`config.mk`:
```
export PLATFORM = sky130hd
export DESIGN_NAME = lsu_mem_controller
export DESIGN_NICKNAME = d
export VERILOG_FILES = /design/src/rtl/lsu_mem_controller.sv
export SDC_FILE = /design/constraint.sdc
export NUM_CORES = 1
export LEC_CHECK = 0
export ABC_CLOCK_PERIOD_IN_PS = 6850
export CELL_PAD_IN_SITES_DETAIL_PLACEMENT = 0
export CELL_PAD_IN_SITES_GLOBAL_PLACEMENT = 1
export CORE_ASPECT_RATIO = 1.1
export CORE_MARGIN = 2
export CORE_UTILIZATION = 35
export DETAILED_ROUTE_END_ITERATION = 10
export HOLD_SLACK_MARGIN = 0.03
export PLACE_DENSITY = 0.9
export SETUP_SLACK_MARGIN = 0.5
export SYNTH_ARGS = -nofsm -noshare
export SYNTH_HDL_FRONTEND = slang
export SYNTH_SLANG_ARGS = --single-unit
```
`constraint.sdc`:
```
create_clock -name clk -period 6.85 [get_ports clk]
set_input_delay 1.7125 -clock clk [delete_from_list [all_inputs] [get_ports clk]]
set_output_delay 1.7125 -clock clk [all_outputs]
set_load 0.02 [all_outputs]
```
`src/rtl/lsu_mem_controller.sv`:
```
`default_nettype none
// lsu_mem_controller: sequences one RV32 load/store at a time onto a word-wide memory port with byte enables.
// Optional macro LSU_MISALIGNED_SPLIT_EN splits misaligned H/W accesses into two word accesses.
module lsu_mem_controller #(
  parameter int DATA_WIDTH = 32,
  parameter int ADDR_WIDTH = 32
) (
  input  logic                  clk,
  input  logic                  rst,
  input  logic                  start,
  input  logic                  is_store,
  input  logic [2:0]            funct3,
  input  logic [ADDR_WIDTH-1:0] addr,
  input  logic [DATA_WIDTH-1:0] store_data,
  output logic                  busy,
  output logic                  done,
  output logic [DATA_WIDTH-1:0] load_data,
  output logic                  fault,
  output logic                  mem_req,
  output logic                  mem_we,
  output logic [ADDR_WIDTH-1:0] mem_addr,
  output logic [3:0]            mem_be,
  output logic [DATA_WIDTH-1:0] mem_wdata,
  input  logic                  mem_gnt,
  input  logic                  mem_rvalid,
  input  logic [DATA_WIDTH-1:0] mem_rdata
);

  typedef enum logic [2:0] {
    S_IDLE, S_CHECK, S_REQ, S_WAIT, S_REQ2, S_WAIT2, S_FIN, S_FLT
  } state_t;

`ifdef LSU_MISALIGNED_SPLIT_EN
  localparam int BE_W = 8;
`else
  localparam int BE_W = 4;
`endif

  state_t                  r_state, w_nxt_state;
  logic                    r_is_store;
  logic [2:0]              r_funct3;
  logic [1:0]              r_off;
  logic [1:0]              w_off;
  logic [3:0]              w_size_mask;
  logic [BE_W-1:0]         w_be_sh;
  logic [BE_W*8-1:0]       w_wdata_sh;
  logic                    w_legal, w_misal, w_go, w_latch;
  logic                    w_nxt_req, w_nxt_we, w_nxt_done, w_nxt_fault;
  logic [ADDR_WIDTH-1:0]   w_nxt_addr;
  logic [3:0]              w_nxt_be;
  logic [DATA_WIDTH-1:0]   w_nxt_wdata, w_nxt_load;
`ifdef LSU_MISALIGNED_SPLIT_EN
  logic                    r_split;
  logic [3:0]              r_be_hi;
  logic [DATA_WIDTH-1:0]   r_wdata_hi, r_rdata_lo;
  logic                    w_cap_lo;
`endif

  function automatic logic [31:0] lsu_extend(input logic [63:0] raw, input logic [1:0] off,
                                             input logic [2:0] f3);
    logic [31:0] s;
    s = 32'(raw >> {off, 3'b000});
    case (f3)
      3'b000:  lsu_extend = {{24{s[7]}}, s[7:0]};
      3'b001:  lsu_extend = {{16{s[15]}}, s[15:0]};
      3'b100:  lsu_extend = {24'b0, s[7:0]};
      3'b101:  lsu_extend = {16'b0, s[15:0]};
      default: lsu_extend = s;
    endcase
  endfunction

  always_comb begin
    w_off = addr[1:0];
    case (funct3[1:0])
      2'b00:   w_size_mask = 4'b0001;
      2'b01:   w_size_mask = 4'b0011;
      default: w_size_mask = 4'b1111;
    endcase
    w_be_sh    = BE_W'(w_size_mask) << w_off;
    w_wdata_sh = (BE_W*8)'(store_data) << {w_off, 3'b000};
    if (is_store)
      w_legal = (funct3 == 3'b000) || (funct3 == 3'b001) || (funct3 == 3'b010);
    else
      w_legal = (funct3 != 3'b011) && (funct3[2:1] != 2'b11);
    w_misal = ((funct3[1:0] == 2'b01) && w_off[0]) ||
              ((funct3[1:0] == 2'b10) && (w_off != 2'b00));
`ifdef LSU_MISALIGNED_SPLIT_EN
    w_go = w_legal;
`else
    w_go = w_legal && !w_misal;
`endif
  end

  // Outputs are registered from their next values, so a legal command issues mem_req the
  // cycle after start; only rejected commands spend a cycle in CHECK before FLT.
  always_comb begin
    w_nxt_state = r_state;
    w_nxt_req   = mem_req;
    w_nxt_we    = mem_we;
    w_nxt_addr  = mem_addr;
    w_nxt_be    = mem_be;
    w_nxt_wdata = mem_wdata;
    w_nxt_load  = load_data;
    w_nxt_done  = 1'b0;
    w_nxt_fault = 1'b0;
    w_latch     = 1'b0;
`ifdef LSU_MISALIGNED_SPLIT_EN
    w_cap_lo    = 1'b0;
`endif
    case (r_state)
      S_IDLE: if (start) begin
        w_latch = 1'b1;
        if (w_go) begin
          w_nxt_state = S_REQ;
          w_nxt_req   = 1'b1;
          w_nxt_we    = is_store;
          w_nxt_addr  = {addr[ADDR_WIDTH-1:2], 2'b00};
          w_nxt_be    = w_be_sh[3:0];
          w_nxt_wdata = w_wdata_sh[DATA_WIDTH-1:0];
        end else begin
          w_nxt_state = S_CHECK;
        end
      end
      S_CHECK: begin
        w_nxt_state = S_FLT;
        w_nxt_done  = 1'b1;
        w_nxt_fault = 1'b1;
      end
      S_REQ: if (mem_gnt) begin
        w_nxt_req   = 1'b0;
        w_nxt_state = S_WAIT;
      end
      S_WAIT: if (mem_rvalid) begin
`ifdef LSU_MISALIGNED_SPLIT_EN
        if (r_split) begin
          w_nxt_state = S_REQ2;
          w_nxt_req   = 1'b1;
          w_nxt_addr  = mem_addr + ADDR_WIDTH'(4);
          w_nxt_be    = r_be_hi;
          w_nxt_wdata = r_wdata_hi;
          w_cap_lo    = 1'b1;
        end else
`endif
        begin
          w_nxt_state = S_FIN;
          w_nxt_done  = 1'b1;
          if (!r_is_store) w_nxt_load = lsu_extend({32'b0, mem_rdata}, r_off, r_funct3);
        end
      end
`ifdef LSU_MISALIGNED_SPLIT_EN
      S_REQ2: if (mem_gnt) begin
        w_nxt_req   = 1'b0;
        w_nxt_state = S_WAIT2;
      end
      S_WAIT2: if (mem_rvalid) begin
        w_nxt_state = S_FIN;
        w_nxt_done  = 1'b1;
        if (!r_is_store) w_nxt_load = lsu_extend({mem_rdata, r_rdata_lo}, r_off, r_funct3);
      end
`endif
      S_FIN, S_FLT: w_nxt_state = S_IDLE;
      default:      w_nxt_state = S_IDLE;
    endcase
  end

  always_ff @(posedge clk or posedge rst) begin
    if (rst) r_state <= S_IDLE;
    else     r_state <= w_nxt_state;
  end

  always_ff @(posedge clk or posedge rst) begin
    if (rst) begin
      busy      <= 1'b0;
      done      <= 1'b0;
      fault     <= 1'b0;
      mem_req   <= 1'b0;
      mem_we    <= 1'b0;
      mem_addr  <= '0;
      mem_be    <= 4'b0000;
      mem_wdata <= '0;
      load_data <= '0;
    end else begin
      busy      <= (w_nxt_state != S_IDLE);
      done      <= w_nxt_done;
      fault     <= w_nxt_fault;
      mem_req   <= w_nxt_req;
      mem_we    <= w_nxt_we;
      mem_addr  <= w_nxt_addr;
      mem_be    <= w_nxt_be;
      mem_wdata <= w_nxt_wdata;
      load_data <= w_nxt_load;
    end
  end

  always_ff @(posedge clk or posedge rst) begin
    if (rst) begin
      r_is_store <= 1'b0;
      r_funct3   <= 3'b000;
      r_off      <= 2'b00;
`ifdef LSU_MISALIGNED_SPLIT_EN
      r_split    <= 1'b0;
      r_be_hi    <= 4'b0000;
      r_wdata_hi <= '0;
      r_rdata_lo <= '0;
`endif
    end else begin
      if (w_latch) begin
        r_is_store <= is_store;
        r_funct3   <= funct3;
        r_off      <= w_off;
`ifdef LSU_MISALIGNED_SPLIT_EN
        r_split    <= w_misal;
        r_be_hi    <= w_be_sh[7:4];
        r_wdata_hi <= w_wdata_sh[63:32];
`endif
      end
`ifdef LSU_MISALIGNED_SPLIT_EN
      if (w_cap_lo) r_rdata_lo <= mem_rdata;
`endif
    end
  end

endmodule
`default_nettype wire

```
# Word-level counts from Yosys, hierarchy flattened
# Cells that the tools add are included.
[op_classes]
addsub = 0
n_mul = 0
n_div = 0
magnitude_cmp = 0
n_eq_ne = 15
shifts = 3
n_mux = 17
n_bitwise = 1
reduce_logical = 18
[ops]
columns = ["operator", "n"]
rows = [
  ["32-bit case mux with 4 select lines", 1],
  ["32-bit by 5-bit << shifter with 32-bit output", 1],
  ["32-bit by 5-bit >> shifter with 32-bit output", 1],
  ["3-bit case mux with 4 select lines", 1],
  ["3-bit by 1-bit equality test with 1-bit output (second input constant)", 3],
  ["3-bit by 2-bit equality test with 1-bit output (second input constant)", 3],
  ["3-bit logical NOT", 3],
  ["3-bit two-way mux", 3],
  ["1-bit two-way mux", 8],
  ["2-bit inequality test (second input constant)", 4],
  ["4-bit case mux with 2 select lines", 1],
  ["3-bit equality test (second input constant)", 2],
  ["3-bit AND reduction", 2],
  ["1-bit logical AND", 4],
  ["1-bit case mux with 2 select lines", 2],
  ["4-bit AND reduction", 1],
  ["2-bit nonzero test", 2],
  ["4-bit by 2-bit << shifter with 4-bit output", 1],
  ["1-bit logical OR", 3],
  ["3-bit by 2-bit inequality test with 1-bit output (second input constant)", 1],
  ["3-bit nonzero test", 1],
  ["2-bit by 1-bit equality test with 1-bit output (second input constant)", 1],
  ["2-bit equality test (second input constant)", 1],
  ["2-bit logical NOT", 1],
  ["3 further kinds", 3],
]
[word_totals]
ff_bits = 112
latchBits = 0
ram_bits = 0
mem_bits_ro = 0
mem_count = 0

# Logic depth before layout (Yosys ltp)
# Gate-level depths: netlist (run 1).
[depth]
word_depth = 9
ltp_mapped = 7
ltp_nobuf = 4

# Least setup slack after synthesis (run 1)
# Ideal clock, no wire load.
[synth_timing]
kind = "in2reg"
startpoint = "in start"
endpoint = "reg mem_addr[2]"
setup_time_ps = 125
arrival_time_ps = 2822
path_slack_ps = 3903
cell_stages = 5
path_buffers = 2
path_cell_list = "nor4b_4 -> o21ai_2 -> buf_6 -> buf_6 -> mux2_4"
[synth_via]
elab_chain_len = 1
[synth_lines]
columns = ["element", "line", "text"]
rows = [
  ["start: declaration", "10", "input logic start,"],
  ["3-bit AND reduction (no line)", "-", ""],
  ["end signal: assignment", "188", "mem_addr <= w_nxt_addr;"],
  ["end: declaration", "21", "output logic [ADDR_WIDTH-1:0] mem_addr,"],
]
# No other way between the ends.
# A chain may end at the register's enable or synchronous reset.

# Worst setup path in the final report (run 1)
[layout_timing]
startpoint = "in addr[1]"
endpoint = "reg mem_addr[8]"
[layout_via]
elab_chain_len = 6
[layout_lines]
columns = ["element", "line", "text"]
rows = [
  ["start: declaration", "13", "input logic [ADDR_WIDTH-1:0] addr,"],
  ["2-bit nonzero test", "86", "((funct3[1:0] == 2'b10) && (w_off != 2'b00));"],
  ["1-bit logical AND", "86", ""],
  ["1-bit logical OR", "85", "w_misal = ((funct3[1:0] == 2'b01) && w_off[0]) ||"],
  ["1-bit logical NOT", "90", "w_go = w_legal && !w_misal;"],
  ["1-bit logical AND", "90", ""],
  ["3-bit AND reduction (no line)", "-", ""],
]
# No other way between the ends.

==> summary.txt, run 1 <==
Global route
  – Gr usage total: 18.8%
  – Pin count of the biggest net entering global routing: 77
  – Total congestion overflow: 0
  – First-pass GRT wire length: 23.7 mm
  – Vias in the first global route: 4430
  – Antenna violations before repair: 0

Placement
  – DP Wirelength: 11.1 mm
  – Port Buffers: 207
  – RD Place Congestion: 0.868
  – Placed Area: 7480 um^2

Power and ir drop
  – Combinational power share: 50.2%
  – Internal: 2.14 mW
  – Static Leak: 3.25 nW
  – PwrDens: 448 nW/um^2
  – Switching Power: 1.34 mW
  – Sequential Power Share: 34.6%
  – Clk network pwr share: 15.3%
  – Max VDD drop: 198 uV
  – Sw frac: 38.5%

Clock tree
  – Setup repair bufs after CTS: 0
  – CTS max path bufs: 2
  – Clock root cell: clkbuf_16
  – Clock sink count: 112
  – CTS tree: built
  – Clk_lat worst skew: 0.35 ns
  – Worst-path clk slew: 0.07 ns
  – Hold buffer count at cts: 0
  – Cts repair resizes: 0
  – TritonCTS Buffers: 9
  – H-tree Lvls: 3

Timing
  – Clock Skews: 0.0122 ns
  – Final hold violations: 0
  – Final Setup Violations: 0
  – Max-slew headroom: 37.6%
  – Setup tns final: 0 ns
  – Max Freq: 242 MHz
  – Min Tclk post-route: 4.12 ns
  – Actual slew at the worst max-slew pin: 0.936 ns
  – Tcrit/Tclk final: 60.2%
  – Final Slew Violations: 0
  – RSZ-0062 raised after global routing: false

Die
  – Die height: 133 um
  – Initial Util: 35.5%
  – Core Region: 14900 um^2
  – Die area: 16100 um^2
  – Chip width: 121 um
  – Rows: 47
  – I/O pins: 210

Worst setup path
  – R2R Setup Slk: 4.42 ns
  – Crit end category: flip-flop
  – FF-to-FF path depth: 5
  – CP startpoint kind: primary input
  – Data required, critical path: 7.08 ns
  – Arrival time at the worst endpoint: 4.35 ns
  – Launch point of the worst reg-to-reg path: r_off[1]
  – Worst Setup SP: addr[1]
  – Setup Crit Path Kind: primary input to flip-flop
  – End of the worst register-to-register path: load_data[31]
  – Critical-path maximum fanout: 40

Logic synthesis
  – Yosys reg bits: 112
  – Synthesized instance count: 483
  – Top_reg_cell synth: dfrtp_1
  – Ys async rst share: 100%
  – Post-synthesis sequential area ratio: 53.1%
  – Synth Cell Area: 5280 um^2
  – Post-synthesis mux area share: 20.1%
  – Number of distinct library cells after synthesis: 36
  – Post-synthesis adder-cell area fraction: 0%
  – Post-synth EDFFs: 0
  – XOR/XNOR Fraction of Synth Area: 0%
  – Synth Area in Compound Gates: 12.4%
  – Area contributors post-synth: dfrtp_1 (53%), mux2_2 (12%), mux2i_1 (5.7%)
  – Post-synth top area share: 53.1%
  – Syn_area_per_cell: 10.9 um^2
  – Synth warn: 0
  – Synth Area in Simple Gates: 10.6%
  – Largest family of logic cells by synthesized area: multiplexers
  – Yosys top cell by area: dfrtp_1

Final layout
  – N_diodes: 0
  – Most frequent cells in the layout: clkdlybuf4s50_1 (206), dfrtp_1 (112), nand2_1 (68)
  – Share of cells above drive strength 1: 13.8%
  – Fill count: 1329
  – P&R area growth vs syn: 47.3%
  – Most common cell after layout, fill and taps aside: clkdlybuf4s50_1
  – Final instance area: 7770 um^2
  – Final-stage net count: 776

Min path
  – Worst hold path class: flip-flop to flip-flop
  – HP Start: mem_wdata[11]
  – Worst Hold End: mem_wdata[11]
  – Hold path depth: 2

Detailed routing
  – DRT antenna net count: 0
  – First-pass DRT Iterations: 4
  – # DRC: 0
  – Vias per std cell: 5.04
  – Avg WL per Cell: 17.3 um
  – Routed vias: 4399
  – DRT Wirelength: 15.1 mm
  – DR iter-0 viols: 230

Job
  – Max Cap Violations: 0

Run status
  – Run status: finished, final reports clean
## area by class of cell
cell class | count | area, um^2 | share of cell area, %
clock buffers | 10 | 229 | 2.95
clock inverters | 6 | 65.1 | 0.837
inverters | 3 | 13.8 | 0.177
multi-input cells | 331 | 2300 | 29.6
flip-flops and latches | 112 | 2800 | 36.1
well taps | 196 | 245 | 3.16
repair buffers | 214 | 2120 | 27.3
## registers in the layout, indices dropped and copies added, names as in the netlist
signal,count
mem_wdata,32
done,1
r_off,2
busy,1
r_funct3,3
load_data,32
mem_req,1
mem_be,4
r_is_store,1
fault,1
mem_addr,30
mem_we,1
r_state,3
## synthesized netlist by cell type, types with 9 or more instances
cell	instances
nor2b_1	12
o31ai_1	9
mux2i_1	30
clkbuf_1	16
mux2_2	57
dfrtp_1	112
o21ai_0	28
a21oi_1	28
nand2_1	68
a31oi_1	16
a211oi_1	9
nor2_1	38
buf_2	10
## power by group through the flow
stage | clock, mW | sequential (mW) | combinational (mW)
2_1_floorplan | 0 | 1.51 | 0.616
3_3_place_gp | 0 | 1.20 | 1.73
3_5_place_dp | 0 | 1.22 | 1.76
4_1_cts | 0.545 | 1.21 | 1.76
5_1_grt | 0.573 | 1.25 | 1.87
6_report | 0.532 | 1.20 | 1.75
## per-stage QoR
step	cells	total power [mW]	setup slack (ns)	util (%)	hold WS [ns]
after floorplan	484	2.13	2.18	-	0.482
after global placement	856	2.93	2.42	50.3	0.462
after detailed placement	856	2.97	2.34	50.3	0.474
after CTS	872	3.51	2.72	52.2	0.491
after global routing	872	3.69	2.54	52.2	0.510
final	872	3.49	2.73	52.2	0.491
## metal layers
metal  vias to the layer above  wire (um)  track usage, %
li1                       2062          -               -
met1                      2151       6310            23.7
met2                       164       7310            30.9
met3                        22       1110            4.96
met4                         0        347            6.91
met5                         -          0               0
## worst max path at each step
stage	slack, ns	end
global placement	2.42	mem_addr[24]
floorplan	2.18	busy
global route	2.54	mem_addr[8]
detailed placement	2.34	mem_addr[25]
CTS	2.72	mem_addr[25]
finish	2.73	mem_addr[8]
## critical path: stages
cell and delay, ns:
clkdlybuf4s50_1 0.45, buf_4 0.39, nor4_1 0.17, o21ai_4 0.71
buf_4 0.50, mux2_2 0.38
## cells by family after synthesis
logic type / count (synthesis)
and+or+nand+nor: 129
DFF: 112
AOI/OAI and AO/OA: 106
muxes: 94
buffers and inverters: 41
other: 1
No activity file was read; power rests on OpenSTA's default activity.
==> inputs of run 2 (changes only) <==
--- a/config.mk
+++ b/config.mk
@@ -5,15 +5,15 @@
 export SDC_FILE = /design/constraint.sdc
 export NUM_CORES = 1
 export LEC_CHECK = 0
-export ABC_CLOCK_PERIOD_IN_PS = 6850
+export ABC_CLOCK_PERIOD_IN_PS = 4300
 export CELL_PAD_IN_SITES_DETAIL_PLACEMENT = 0
 export CELL_PAD_IN_SITES_GLOBAL_PLACEMENT = 1
 export CORE_ASPECT_RATIO = 1.1
 export CORE_MARGIN = 2
-export CORE_UTILIZATION = 35
+export CORE_UTILIZATION = 33
 export DETAILED_ROUTE_END_ITERATION = 10
 export HOLD_SLACK_MARGIN = 0.03
-export PLACE_DENSITY = 0.9
+export PLACE_DENSITY = 0.86
 export SETUP_SLACK_MARGIN = 0.5
 export SYNTH_ARGS = -nofsm -noshare
 export SYNTH_HDL_FRONTEND = slang
==> constraint.sdc (replaced) <==
create_clock -name clk -period 4.3 [get_ports clk]
set_input_delay 1.075 -clock clk [delete_from_list [all_inputs] [get_ports clk]]
set_output_delay 1.075 -clock clk [all_outputs]
set_load 0.02 [all_outputs]
==> summary.txt, run 2 (synthesis results as in run 1) <==
Detailed routing
  – DRT Wirelength: 15.2 mm (was 15.1 mm)
  – Routed vias: 4395 (was 4399)
  – DRT antenna net count: 0 (unchanged)
  – DR iter-0 viols: 200 (was 230)
  – Avg WL per Cell: 17.3 um (about the same)
  – # DRC: 0 (unchanged)
  – First-pass DRT Iterations: 4 (unchanged)
  – Vias per std cell: 5.02 (was 5.04)

Worst setup path
  – Worst Setup SP: funct3[0] (was addr[1])
  – Setup Crit Path Kind: primary input to flip-flop (unchanged)
  – Crit-path cells: clkdlybuf4s50_1 > a221oi_1 > o21ai_4 > buf_12 > mux2_2 (was clkdlybuf4s50_1 > buf_4 > nor4_1 > o21ai_4 > buf_4 > mux2_2)
  – Critical-path top delay cell: o21ai_4 (unchanged)
  – CP startpoint kind: primary input (unchanged)
  – Bufs and invs on worst path: 2 (was 3)
  – Crit end category: flip-flop (unchanged)
  – Arrival time at the worst endpoint: 3.41 ns (was 4.35 ns)
  – Data required, critical path: 4.53 ns (was 7.08 ns)
  – Largest stage delay on the critical path: 0.84 ns (was 0.71 ns)
  – Crit path max-delay family: compound AO/OA/AOI/OAI gates (was buffers and inverters)
  – Launch point of the worst reg-to-reg path: r_state[1] (was r_off[1])
  – Critical-path maximum fanout: 62 (was 40)

Clock tree
  – Setup repair bufs after CTS: 0 (unchanged)
  – Hold buffer count at cts: 0 (unchanged)
  – Worst-path clk slew: 0.07 ns (about the same)
  – CTS tree: built (unchanged)
  – TritonCTS Buffers: 9 (unchanged)
  – Clock root cell: clkbuf_16 (unchanged)
  – CTS max path bufs: 2 (unchanged)
  – H-tree Lvls: 3 (unchanged)
  – Cts repair resizes: 0 (unchanged)
  – Clock sink count: 112 (unchanged)
  – Clk_lat worst skew: 0.35 ns (about the same)

Final layout
  – Share of cells above drive strength 1: 13.3% (was 13.8%)
  – Most common cell after layout, fill and taps aside: clkdlybuf4s50_1 (unchanged)
  – Fill count: 1415 (was 1329)
  – Most frequent cells in the layout: clkdlybuf4s50_1 (206), dfrtp_1 (112), nand2_1 (68) (unchanged)
  – N_diodes: 0 (unchanged)
  – Final-stage net count: 776 (unchanged)
  – Largest registers: load_data (32), mem_wdata (32), mem_addr (30) (unchanged)
  – P&R area growth vs syn: 47.7% (was 47.3%)

Job
  – Max Cap Violations: 0 (unchanged)

Timing
  – Setup tns final: 0 ns (unchanged)
  – Clock Skews: 0.00707 ns (was 0.0122 ns)
  – Max Freq: 314 MHz
  – Actual slew at the worst max-slew pin: 1.06 ns (was 0.936 ns)
  – Final Setup Violations: 0 (unchanged)
  – Final WS setup: 1.12 ns (was 2.73 ns)
  – Tcrit/Tclk final: 74.0%
  – Min Tclk post-route: 3.18 ns
  – Max-slew headroom: 28.9% (was 37.6%)
  – RSZ-0062 raised after global routing: false (unchanged)
  – Final hold violations: 0 (unchanged)
  – Final Slew Violations: 0 (unchanged)

Die
  – Die height: 137 um (was 133 um)
  – Chip width: 125 um (was 121 um)
  – Rows: 48 (was 47)
  – Initial Util: 33.7% (was 35.5%)
  – I/O pins: 210 (unchanged)
  – Die area: 17000 um^2 (was 16100 um^2)
  – Core Region: 15700 um^2 (was 14900 um^2)

Placement
  – DP Wirelength: 11.1 mm (about the same)
  – RD Place Congestion: 0.827 (was 0.868)
  – Post-Place Worst Slack: 0.712 ns (was 2.34 ns)
  – Port Buffers: 207 (unchanged)

Power and ir drop
  – Static Leak: 3.25 nW (about the same)
  – Max VDD drop: 309 uV (was 198 uV)
  – PwrDens: 710 nW/um^2 (was 448 nW/um^2)

Global route
  – Vias in the first global route: 4539 (was 4430)
  – Antenna violations before repair: 0 (unchanged)
  – First-pass GRT wire length: 23.8 mm (was 23.7 mm)
  – Total congestion overflow: 0 (unchanged)
  – Pin count of the biggest net entering global routing: 77 (unchanged)
  – Gr usage total: 17.6% (was 18.8%)

Min path
  – HP Start: mem_wdata[21] (was mem_wdata[11])
  – Worst hold path class: flip-flop to flip-flop (unchanged)

Run status
  – Run status: finished, final reports clean (unchanged)
==> run 2: cell count changes in the layout (fill, tap and decap cells not counted) <==
cell        before  now
clkbuf_1         1    4
buf_12           0    2
buf_4            7    5
inv_6            2    0
clkinv_2         2    1
clkinvlp_4       1    2
inv_4            1    0
==> run 2: worst paths after layout <==
| kind | end | slack, ns | cells past startpoint |
|---|---|---|---|
| max | mem_wdata[30] | 1.12 | 5 |
| min | mem_wdata[21] | 0.48 | 2 |
| max reg2reg | mem_addr[6] | 2.01 | 4 |
| min reg2reg | mem_wdata[21] | 0.48 | 2 |
| max in group asynchronous | r_state[2] | 2.20 | 3 |
| min in group asynchronous | load_data[14] | 1.24 | 2 |
==> run 2: routing by layer <==
| layer | part of all wire [%] | vias to the layer above | wire [um] | GRT usage (%) |
|---|---|---|---|---|
| li1 | - | 2071 | - | - |
| met1 | 42 | 2123 | 6390 | 21.9 |
| met2 | 47 | 173 | 7180 | 28.4 |
| met3 | 7.8 | 28 | 1190 | 5.36 |
| met4 | 2.9 | 0 | 441 | 7.74 |
| met5 | 0 | - | 0 | 0 |
==> run 2: area by class of cell <==
cell class	count	area, um^2	area share (%)
flip-flops and latches	112	2800	36.0
multi-input cells	331	2300	29.5
repair buffers	214	2140	27.5
well taps	200	250	3.21
clock buffers	13	240	3.08
clock inverters	3	42.5	0.546
inverters	3	15.0	0.193
==> run 2: metrics by stage <==
step | cell area, um^2 | hold WS [ns] | std cells | util [%] | total power [mW]
2_1_floorplan | 5280 | 0.482 | 484 | - | 3.39
3_3_place_gp | 7510 | 0.464 | 860 | 47.9 | 4.67
3_5_place_dp | 7510 | 0.470 | 860 | 47.9 | 4.75
4_1_cts | 7790 | 0.486 | 876 | 49.7 | 5.59
5_1_grt | 7790 | 0.513 | 876 | 49.7 | 5.86
6_report | 7790 | 0.478 | 876 | 49.7 | 5.53
==> run 2: power breakdown <==
| part | internal, mW | switching (mW) | leakage [nW] |
|---|---|---|---|
| registers | 1.56 | 0.347 | 1.38 |
| logic | 1.40 | 1.39 | 1.74 |
| clock network | 0.453 | 0.377 | 0.134 |
| total | 3.42 | 2.11 | 3.25 |
==> run 2: tightest hold or removal path, stage by stage (launching register included) <==
cell     delay [ns]
dfrtp_1        0.34
nand2_1        0.05
o21ai_0        0.06
